--- config.mk ---
export PLATFORM = sky130hd
export DESIGN_NAME = portb_uart_tx
export DESIGN_NICKNAME = d
export VERILOG_FILES = /design/src/rtl/portb_uart_pkg.sv /design/src/rtl/sync_fifo.sv /design/src/rtl/portb_uart_tx.sv
export SDC_FILE = /design/constraint.sdc
export NUM_CORES = 1
export LEC_CHECK = 0
export CORE_MARGIN = 2
export CORE_UTILIZATION = 60
export CTS_BUF_LIST = sky130_fd_sc_hd__clkbuf_16
export CTS_CLUSTER_SIZE = 14
export DETAILED_ROUTE_END_ITERATION = 6
export PLACE_DENSITY = 0.79
export SETUP_SLACK_MARGIN = 0.02
export SLEW_MARGIN = 20
export SYNTH_ARGS = -nofsm -noshare
export SYNTH_HDL_FRONTEND = slang
export SYNTH_SLANG_ARGS = --single-unit
--- constraint.sdc ---
create_clock -name clk -period 3.75 [get_ports clk]
set_clock_uncertainty 0.05 [all_clocks]
set_input_delay 0.75 -clock clk [delete_from_list [all_inputs] [get_ports clk]]
set_output_delay 0.75 -clock clk [all_outputs]
set_load 0.005 [all_outputs]
--- src/rtl/portb_uart_pkg.sv ---
// Shared types and constants for the port-B UART transmitter.
package portb_uart_pkg;

  typedef enum logic [1:0] {IDLE, START, DATA, STOP} uart_state_t;

  localparam logic [6:0] PORTB_ADDR = 7'h0d;

endpackage

--- src/rtl/sync_fifo.sv ---
// Small single-clock FIFO; pushes into a full FIFO are ignored, pops from an empty one too.
module sync_fifo #(
  parameter  int WIDTH = 8,
  parameter  int DEPTH = 4,
  localparam int PTR_W = $clog2(DEPTH)
) (
  input  logic             clk,
  input  logic             reset,
  input  logic             push,
  input  logic             pop,
  input  logic [WIDTH-1:0] din,
  output logic [WIDTH-1:0] dout,
  output logic             full,
  output logic             empty
);

  localparam logic [PTR_W:0] FULL_COUNT = DEPTH[PTR_W:0];

  logic [WIDTH-1:0] mem [DEPTH];
  logic [PTR_W-1:0] wptr;
  logic [PTR_W-1:0] rptr;
  logic [PTR_W:0]   count;
  logic             do_push;
  logic             do_pop;

  // Full is judged on the registered count, so a same-edge pop never makes room for a push.
  assign do_push = push && !full;
  assign do_pop  = pop && !empty;
  assign full    = (count == FULL_COUNT);
  assign empty   = (count == '0);
  assign dout    = mem[rptr];

  always_ff @(posedge clk or negedge reset) begin
    if (!reset) begin
      wptr  <= '0;
      rptr  <= '0;
      count <= '0;
    end else begin
      if (do_push) wptr <= wptr + 1'b1;
      if (do_pop)  rptr <= rptr + 1'b1;
      case ({do_push, do_pop})
        2'b10:   count <= count + 1'b1;
        2'b01:   count <= count - 1'b1;
        default: count <= count;
      endcase
    end
  end

  always_ff @(posedge clk) begin
    if (do_push) mem[wptr] <= din;
  end

endmodule

--- src/rtl/portb_uart_tx.sv ---
// Buffers CPU port-B writes and serializes each byte as an 8N1 UART frame on tx.
module portb_uart_tx
  import portb_uart_pkg::*;
#(
  parameter int CLKS_PER_BIT = 434,
  parameter int FIFO_DEPTH   = 4
) (
  input  logic       clk,
  input  logic       reset,
  input  logic       wr_en,
  input  logic [7:0] wr_data,
  input  logic       clr_ovf,
  output logic       tx,
  output logic       busy,
  output logic       full,
  output logic       empty,
  output logic       overflow
);

  localparam logic [15:0] BAUD_LAST = 16'(CLKS_PER_BIT - 1);

  uart_state_t state;
  logic [15:0] baud_cnt;
  logic [2:0]  bit_idx;
  logic [7:0]  shreg;
  logic [7:0]  fifo_dout;
  logic        fifo_pop;
  logic        fifo_full;
  logic        fifo_empty;
  logic        bit_end;

  assign fifo_pop = (state == IDLE) && !fifo_empty;
  assign bit_end  = (baud_cnt == BAUD_LAST);
  assign busy     = (state != IDLE);
  assign full     = fifo_full;
  assign empty    = fifo_empty;

  sync_fifo #(
    .WIDTH (8),
    .DEPTH (FIFO_DEPTH)
  ) u_fifo (
    .clk   (clk),
    .reset (reset),
    .push  (wr_en),
    .pop   (fifo_pop),
    .din   (wr_data),
    .dout  (fifo_dout),
    .full  (fifo_full),
    .empty (fifo_empty)
  );

  // A dropped write beats a same-cycle clear so the loss is never hidden.
  always_ff @(posedge clk or negedge reset) begin
    if (!reset)                overflow <= 1'b0;
    else if (wr_en && full)    overflow <= 1'b1;
    else if (clr_ovf)          overflow <= 1'b0;
  end

  always_ff @(posedge clk or negedge reset) begin
    if (!reset) begin
      state    <= IDLE;
      tx       <= 1'b1;
      baud_cnt <= '0;
      bit_idx  <= '0;
      shreg    <= '0;
    end else begin
      case (state)
        IDLE: begin
          tx <= 1'b1;
          if (!fifo_empty) begin
            shreg    <= fifo_dout;
            tx       <= 1'b0;
            baud_cnt <= '0;
            bit_idx  <= '0;
            state    <= START;
          end
        end
        START: begin
          if (bit_end) begin
            baud_cnt <= '0;
            tx       <= shreg[0];
            state    <= DATA;
          end else begin
            baud_cnt <= baud_cnt + 1'b1;
          end
        end
        // tx is loaded one bit ahead from shreg[1] because the shift lands on the same edge.
        DATA: begin
          if (bit_end) begin
            baud_cnt <= '0;
            if (bit_idx == 3'd7) begin
              tx    <= 1'b1;
              state <= STOP;
            end else begin
              shreg   <= {1'b0, shreg[7:1]};
              bit_idx <= bit_idx + 1'b1;
              tx      <= shreg[1];
            end
          end else begin
            baud_cnt <= baud_cnt + 1'b1;
          end
        end
        STOP: begin
          if (bit_end) begin
            baud_cnt <= '0;
            state    <= IDLE;
          end else begin
            baud_cnt <= baud_cnt + 1'b1;
          end
        end
        default: state <= IDLE;
      endcase
    end
  end

endmodule
Word level (Yosys, flattened, before mapping)
Memory sizes are Yosys's and may differ from the RTL's.
Index checks and enable logic that the tools add are counted.
{"block": "totals", "ff_bits": 38, "latch_bits": 0, "ramBits": 32, "mem_bits_ro": 0, "in_bits": 12, "out_inout_bits": 5, "elab_cells": 74, "mem_count": 1}
{"block": "op_classes", "n_addsub": 6, "multipliers": 0, "n_div": 0, "order_cmp": 0, "eq_ne": 14, "n_shift": 0, "muxes": 27, "bitwise": 0, "n_reduce_logical": 17}
{"name": "u_fifo.mem", "words": 4, "word_bits": 8, "rd": 1, "rd_clocked_by_memory_dff": 0, "wr": 1, "line": "sync_fifo.sv:19", "text": "logic [WIDTH-1:0] mem [DEPTH];"}
{"op": "16-bit 2-to-1 mux", "n": 2}
{"op": "16-bit one-hot mux with 2 select lines", "n": 1}
{"op": "8-bit 2-to-1 mux", "n": 3}
{"op": "16-bit by 1-bit adder with 16-bit output (second input constant)", "n": 1}
{"op": "16-bit by 9-bit equality test with 1-bit output (second input constant)", "n": 1}
{"op": "8-bit one-hot mux with 2 select lines", "n": 1}
{"op": "2-bit inequality test (second input constant)", "n": 6}
{"op": "3-bit one-hot mux with 2 select lines", "n": 2}
{"op": "2-bit 2-to-1 mux", "n": 5}
{"op": "3-bit 2-to-1 mux", "n": 3}
{"op": "1-bit 2-to-1 mux", "n": 8}
{"op": "2-bit one-hot mux with 4 select lines", "n": 1}
{"op": "2-bit nonzero test", "n": 4}
{"op": "3-bit by 1-bit adder with 3-bit output (second input constant)", "n": 2}
{"op": "2-bit equality test (second input constant)", "n": 3}
{"op": "3-bit equality test (second input constant)", "n": 2}
{"op": "5-bit AND reduction", "n": 1}
{"op": "2-bit by 1-bit adder with 2-bit output (second input constant)", "n": 2}
{"op": "2-bit by 1-bit equality test with 1-bit output (second input constant)", "n": 2}
{"op": "1-bit logical AND", "n": 4}
{"op": "4-bit AND reduction", "n": 1}
{"op": "3-bit zero test", "n": 1}
{"op": "1-bit one-hot mux with 3 select lines", "n": 1}
{"op": "3-bit AND reduction", "n": 1}
{"op": "5 further kinds", "n": 6}

Depth between registers and ports, before layout
Gate-level depths: netlist (run 1).
{"block": "depth", "ltp_word": 6, "mapped_depth": 11, "depth_no_buf": 10}

Cells and area by module
From an unflattened synthesis (run 1), not the netlist that was laid out.
{"block": "hier_totals", "cells_unflattened": 277, "hier_area_um2": 3413.3}
{"mod": "portb_uart_tx", "n_inst": 1, "cells_each": 198, "area_each_um2": 1820.5, "seq_area_each_um2": 777.0}
{"mod": "sync_fifo", "n_inst": 1, "cells_each": 79, "area_each_um2": 1592.8, "seq_area_each_um2": 1136.1}

Worst setup path before layout (run 1)
No wires, ideal clock.
{"block": "synth_path", "path_type": "register -> register", "start": "register state[1]", "end": "register u_fifo.count[2]", "t_arrival_ns": 2.151, "slack_ns": 1.470, "path_stages_with_launch": 12, "n_path_buf": 1, "path_cell_list": "dfrtp_1 -> inv_1 -> ha_1 -> buf_2 -> inv_1 -> nor2_1 -> ha_1 -> inv_1 -> fa_1 -> xor2_1 -> nor2_1 -> xor2_1"}
{"block": "synth_via", "elab_chain_len": 5}
{"item": "start: declaration", "line": "portb_uart_tx.sv:22", "text": "uart_state_t state;"}
{"item": "start signal: assignment", "line": "portb_uart_tx.sv:61", "text": "state <= IDLE;"}
{"item": "start signal: assignment", "line": "portb_uart_tx.sv:75", "text": "state <= START;"}
{"item": "start signal: assignment", "line": "portb_uart_tx.sv:82", "text": "state <= DATA;"}
{"item": "2-bit zero test *", "line": "portb_uart_tx.sv:32", "text": "assign fifo_pop = (state == IDLE) && !fifo_empty;"}
{"item": "1-bit logical AND *", "line": "portb_uart_tx.sv:32"}
{"item": "1-bit logical AND *", "line": "sync_fifo.sv:28", "text": "assign do_pop = pop && !empty;"}
{"item": "net u_fifo.do_pop", "line": "sync_fifo.sv:24", "text": "logic do_pop;"}
{"item": "2-bit by 1-bit equality test with 1-bit output / 2-bit equality test (equally long branches)", "line": "sync_fifo.sv:41", "text": "case ({do_push, do_pop})"}
{"item": "3-bit one-hot mux with 2 select lines / 2-bit nonzero test (equally long branches)"}
{"item": "end signal: assignment", "line": "sync_fifo.sv:42", "text": "2'b10: count <= count + 1'b1;"}
{"item": "end signal: assignment", "line": "sync_fifo.sv:43", "text": "2'b01: count <= count - 1'b1;"}
{"item": "end signal: assignment", "line": "sync_fifo.sv:44", "text": "default: count <= count;"}
{"item": "end: declaration", "line": "sync_fifo.sv:22", "text": "logic [PTR_W:0] count;"}
Mark *: on every way through the listed nets, which the timed path passes. The rest lies on a longest branch.
A chain may end at the register's enable or synchronous reset.

Worst setup path after layout (run 1)
{"block": "layout_path", "start": "register state[0]", "end": "output busy"}
{"block": "layout_via", "elab_chain_len": 1}
{"item": "2-bit nonzero test", "line": "portb_uart_tx.sv:34", "text": "assign busy = (state != IDLE);"}
{"item": "end: declaration", "line": "portb_uart_tx.sv:14", "text": "output logic busy,"}
Every way passes these cells.

==> results.txt, run 1 <==
Outcome: complete, no violations
First-pass GRT wire length: 10800 um
Leading area contributor after synthesis: edfxtp_1
WP data required: 2.95 ns
Clock Path Buffers: 2
Netlist cell types: 50
IO Port Bufs: 16
Routed wire length per instance: 17.0 um
Sequential-to-total area share from yosys stat: 55.0%
Gpl congestion: 0.856
Pre-antenna DRT Iters: 4
HPWL after detailed placement: 4180 um
Share of post-route cells with drive strength above 1: 14.0%
Final Routed Wirelength: 6310 um
Vias in the first global route: 2298
Clock slew seen by the registers of the worst setup and hold paths: 0.06 ns
Number of hold buffers added after CTS: 0
Cells taking the most area after synthesis: edfxtp_1 28%, dfrtp_1 27%, mux4_2 5.2%
Ys Warns: 0
Post-synthesis net count: 308
Die X-Extent: 80.2 um
Synth Instances: 281
Kind of critical path: flip-flop to output pin
Clock sink count: 70
DIE AREA: 6430 um2
Critical Path Sink: busy
Commonest cells in the netlist: 37 x dfrtp_1, 37 x nand2_1, 32 x edfxtp_1
Slew Viols, Final: 0
Dpl cell area: 3630 um2
Die Ht: 80.2 um
Crit start category: flip-flop
Antenna fix cells: 0
Number of DRC markers in iteration 0: 187
EDFF count, synth: 32
Max_slew headroom: 43.1%
MaxCap Viol Count: 0
Residual DRC: 0
Post-DRT Antenna Nets: 0
Hold Crit Class: flip-flop to flip-flop
RR Startpoint: state[0]
Final setup vio count: 0
Largest net degree at the start of global routing: 39
Leakage: 0.00162 uW
Critical Path AT: 1.91 ns
Peak VDD IR: 0.519 mV
Crit path launch: state[0]
Syn_area_per_cell: 12.4 um2
Post-layout min period: 2.71 ns
Synth-to-Final Area Change: 13.2%
Fillers: 389
Synth top area share: 27.6%
Pwr/cell area: 818 nW/um2
Finished Cell Area: 3940 um2
Slew at the pin closest to its max-slew limit: 0.854 ns
Maximum clock frequency: 0.369 GHz
Worst Reg-to-Reg Cells: 10
Worst reg2reg path endpoint: u_fifo.count[2]
Clk root buf: clkbuf_16
Primary FF master, synth: dfrtp_1
TritonCTS clock tree: yes
Worst skew pair latency: 0.33 ns
TNS Setup: 0 ns
Async SR Flop Fraction: 54.3%
Final hold vios: 0
Deepest level of the CTS H-tree: 3
Mapped cell area: 3480 um2
DR vias/cell: 5.98
Crit-path max FO: 9
Antenna violations before repair: 0
Global route total overflow: 0
RSZ-0062 raised after global routing: false
Post-CTS sizing: 0
Tcrit/Tclk final: 72.3%
FF+latch count, synth: 70
Setup Buffers After CTS: 0
CTS Buf Count: 9
Total Routing Usage GR: 22.7%
Initial core utilization: 62.8%
# IOs: 17
Vias: 2218
Core box area: 5540 um2
Row count: 27
Critical Path Sink Type: output pin
Final nets: 321
Setup slack, reg-to-reg: 1.09 ns
critical path, stage by stage (launching register included):
cell and delay [ns]:
dfrtp_1 0.43, inv_1 0.12, ha_1 0.36, inv_1 0.16
clkdlybuf4s50_1 0.50
placed cells by master (no fill, tap or decap), types with 3 or more instances in the layout:
master           count
a21oi_1              7
nor4_1               3
mux2i_1              4
ha_1                14
mux2_4               6
xnor2_1              3
nor2_1               9
a31oi_1             12
o21ai_0             13
mux2_2               4
xor2_1               4
nand2_1             37
and3_1               5
clkbuf_16            9
and2_1               5
edfxtp_1            32
nor3_1               5
dfrtp_1             37
nand4_1              3
mux4_2               8
a211o_1              3
inv_1               17
nand3_1              7
clkdlybuf4s50_1     15
kinds of logic after synthesis:
kind of cell	share of synthesized area, %
simple gates	13.7
flops	55.0
compound gates	9.27
buf+inv	4.46
mux	10.2
fa+ha+maj	5.61
xor+xnor	1.76
metal layers:
metal	GRT usage [%]	up-vias	wire length [um]
li1	-	1063	-
met1	28.5	1089	2760
met2	37.0	53	3120
met3	3.71	13	285
met4	13.7	0	143
met5	0	-	0
through the flow:
| step | std cells | worst slack, ns | power [uW] | hold WS [ns] | util [%] |
|---|---|---|---|---|---|
| final | 371 | 1.04 | 3220 | 0.457 | 71.1 |
| after global routing | 371 | 0.890 | 3430 | 0.484 | 71.1 |
| after CTS | 371 | 1.04 | 3250 | 0.462 | 71.1 |
| after detailed placement | 355 | 1.03 | 2360 | 0.447 | 65.6 |
| after global placement | 355 | 1.13 | 2310 | 0.444 | 65.6 |
| after floorplan | 281 | 1.47 | 2110 | 0.404 | - |
worst min path at each step:
stage,startpoint,to,slack [ns],cells after the start
2_1_floorplan,reset,baud_cnt[0],0.40,0
3_3_place_gp,shreg[0],shreg[0],0.44,1
3_5_place_dp,shreg[6],shreg[6],0.45,1
4_1_cts,shreg[0],shreg[0],0.46,1
5_1_grt,bit_idx[1],bit_idx[1],0.48,1
6_report,shreg[0],shreg[0],0.46,1
sequential cells by signal, summed over array words and instances (netlist names), 2 cells and up:
register      cells
baud_cnt         16
bit_idx           3
shreg             8
state             2
u_fifo.count      3
u_fifo.mem       32
u_fifo.rptr       2
u_fifo.wptr       2
layout make-up:
class                   count  area, um2  area share (%)
inverters                  17       63.8            1.62
clock buffers               9        225            5.72
clock inverters             7       80.1            2.03
repair buffers             16        155            3.94
flip-flops and latches     70       1910            48.6
well taps                  72       90.1            2.29
multi-input cells         180       1410            35.9
where the power goes:
part | switching (uW) | internal (uW)
logic | 601 | 565
registers | 178 | 1020
clock network | 335 | 523
total | 1110 | 2110
(Power assumes the default switching activity.)
==> run 2: changes to the inputs <==
--- a/config.mk
+++ b/config.mk
@@ -6,11 +6,11 @@
 export NUM_CORES = 1
 export LEC_CHECK = 0
 export CORE_MARGIN = 2
-export CORE_UTILIZATION = 60
+export CORE_UTILIZATION = 54
 export CTS_BUF_LIST = sky130_fd_sc_hd__clkbuf_16
 export CTS_CLUSTER_SIZE = 14
 export DETAILED_ROUTE_END_ITERATION = 6
-export PLACE_DENSITY = 0.79
+export PLACE_DENSITY = 0.76
 export SETUP_SLACK_MARGIN = 0.02
 export SLEW_MARGIN = 20
 export SYNTH_ARGS = -nofsm -noshare
==> constraint.sdc (replaced) <==
create_clock -name clk -period 2.35 [get_ports clk]
set_clock_uncertainty 0.05 [all_clocks]
set_input_delay 0.47 -clock clk [delete_from_list [all_inputs] [get_ports clk]]
set_output_delay 0.47 -clock clk [all_outputs]
set_load 0.005 [all_outputs]
==> run 2 against run 1 <==
Against the previous run: worst setup slack worse by 0.96 ns; first-iteration DRC count down 8.6%; combinational power up 79%; die area up 11%; sequential power up 59%; largest cell class unchanged; global-route usage down 1.7 points; cell count up 5.1%; largest power group is now combinational logic; non-clock buffer count up 14.
==> results.txt, run 2 (synthesized netlist as in run 1, its figures left out) <==
Outcome: complete, no violations
Post-layout min period: 2.27 ns
Top Registers: u_fifo.mem: 32 flops, baud_cnt: 16 flops, shreg: 8 flops
Setup slack, reg-to-reg: 0.12 ns
Tcrit/Tclk final: 96.7%
Slew at the pin closest to its max-slew limit: 0.837 ns
Final Routed Wirelength: 6900 um
Crit-path max FO: 4
Crit start category: flip-flop
Maximum clock frequency: 0.440 GHz
Finished Cell Area: 4060 um2
Vias in the first global route: 2260
Worst reg2reg path endpoint: u_fifo.count[2]
Critical Path AT: 1.75 ns
# IOs: 17
TritonCTS clock tree: yes
Fillers: 453
Pwr/cell area: 1310 nW/um2
Total Routing Usage GR: 21.0%
Number of DRC markers in iteration 0: 171
Die Ht: 84.3 um
Slew Viols, Final: 0
Core box area: 6280 um2
Final nets: 335
Initial core utilization: 55.5%
Worst skew pair latency: 0.33 ns
HPWL after detailed placement: 4430 um
Flip-flop and latch area: 1910 um2
Peak VDD IR: 0.847 mV
Deepest level of the CTS H-tree: 3
IO Port Bufs: 16
Global route total overflow: 0
TNS Setup: 0 ns
Vias: 2306
CTS Buf Count: 9
MaxCap Viol Count: 0
Residual DRC: 0
Leakage: 0.00167 uW
Share of post-route cells with drive strength above 1: 19.2%
Clock slew seen by the registers of the worst setup and hold paths: 0.06 ns
DR vias/cell: 5.91
WP data required: 1.83 ns
Commonest non-fill, non-tap cells in the layout: 37 x nand2_1, 37 x dfrtp_1, 32 x edfxtp_1, 17 x inv_1, 15 x clkdlybuf4s50_1
Max_slew headroom: 44.2%
DIE AREA: 7100 um2
RR Startpoint: state[0]
Number of hold buffers added after CTS: 0
Worst hold margin: 0.190 ns
Clock sink count: 70
Pre-antenna DRT Iters: 4
RSZ-0062 raised after global routing: false
Row count: 29
Top reg by flops: u_fifo.mem
Clock Path Buffers: 2
Largest register FFs: 32
First-pass GRT wire length: 11600 um
Dpl cell area: 3740 um2
Post-DRT Antenna Nets: 0
Final setup vio count: 0
Largest net degree at the start of global routing: 39
Worst Reg-to-Reg Cells: 10
Synth-to-Final Area Change: 16.5%
Routed wire length per instance: 17.7 um
Kind of critical path: flip-flop to output pin
Multi-input combinational cell area: 1440 um2
Antenna violations before repair: 0
Clk root buf: clkbuf_16
Gpl congestion: 0.789
Critical Path Sink Type: output pin
Die X-Extent: 84.3 um
Hold Crit Class: primary input to async pin
Final hold vios: 0
Antenna fix cells: 0
==> run 2: area by class of cell <==
class / instances / area share [%]
multi-input combinational: 180 / 35.4
clock inverter: 7 / 1.51
tap: 77 / 2.38
timing repair buffer: 30 / 6.42
inverter: 17 / 1.57
sequential: 70 / 47.2
clock buffer: 9 / 5.55
==> run 2: worst max-delay path by stage <==
stage                     cells past startpoint             from               to
after floorplan                              11         state[1]  u_fifo.count[2]
after global placement                        9            wr_en  u_fifo.count[2]
after detailed placement                      9            wr_en  u_fifo.count[2]
after CTS                                     5         state[0]             busy
after global routing                         10         state[0]  u_fifo.count[2]
final                                         3  u_fifo.count[1]            empty
==> run 2: critical path, stage by stage (launching register included) <==
cell             delay [ns]
dfrtp_1                0.43
nor3_1                 0.31
buf_4                  0.19
clkdlybuf4s50_1        0.49
==> run 2: layer usage <==
| layer | routed length (um) | vias up | track usage [%] |
|---|---|---|---|
| li1 | - | 1085 | - |
| met1 | 3110 | 1143 | 30.0 |
| met2 | 3400 | 67 | 32.0 |
| met3 | 271 | 11 | 2.95 |
| met4 | 120 | 0 | 10.3 |
| met5 | 0 | - | 0 |
==> run 2: what timing repair did <==
| action | 4_1_cts | 5_1_grt |
|---|---|---|
| setup buffers | 0 | 1 |
| pin swaps | 0 | 3 |
| endpoints found under the setup margin | 1 | 2 |
| resized for setup | 1 | 4 |
==> run 2: power breakdown <==
part	internal, uW	total [uW]	switching, uW
Clock	736	1300	563
Sequential	1630	1910	286
Combinational	1070	2090	1020
==> run 2: metrics by stage <==
| stage | setup WS, ns | total power, uW | cells | utilization (%) |
|---|---|---|---|---|
| 5_1_grt | 0.00384 | 5630 | 390 | 64.6 |
| 3_5_place_dp | 0.00122 | 3900 | 373 | 59.6 |
| 3_3_place_gp | 0.0948 | 3810 | 373 | 59.6 |
| 6_report | 0.0783 | 5300 | 390 | 64.6 |
| 4_1_cts | 0.00782 | 5250 | 389 | 64.2 |
| 2_1_floorplan | 0.0702 | 3360 | 281 | - |
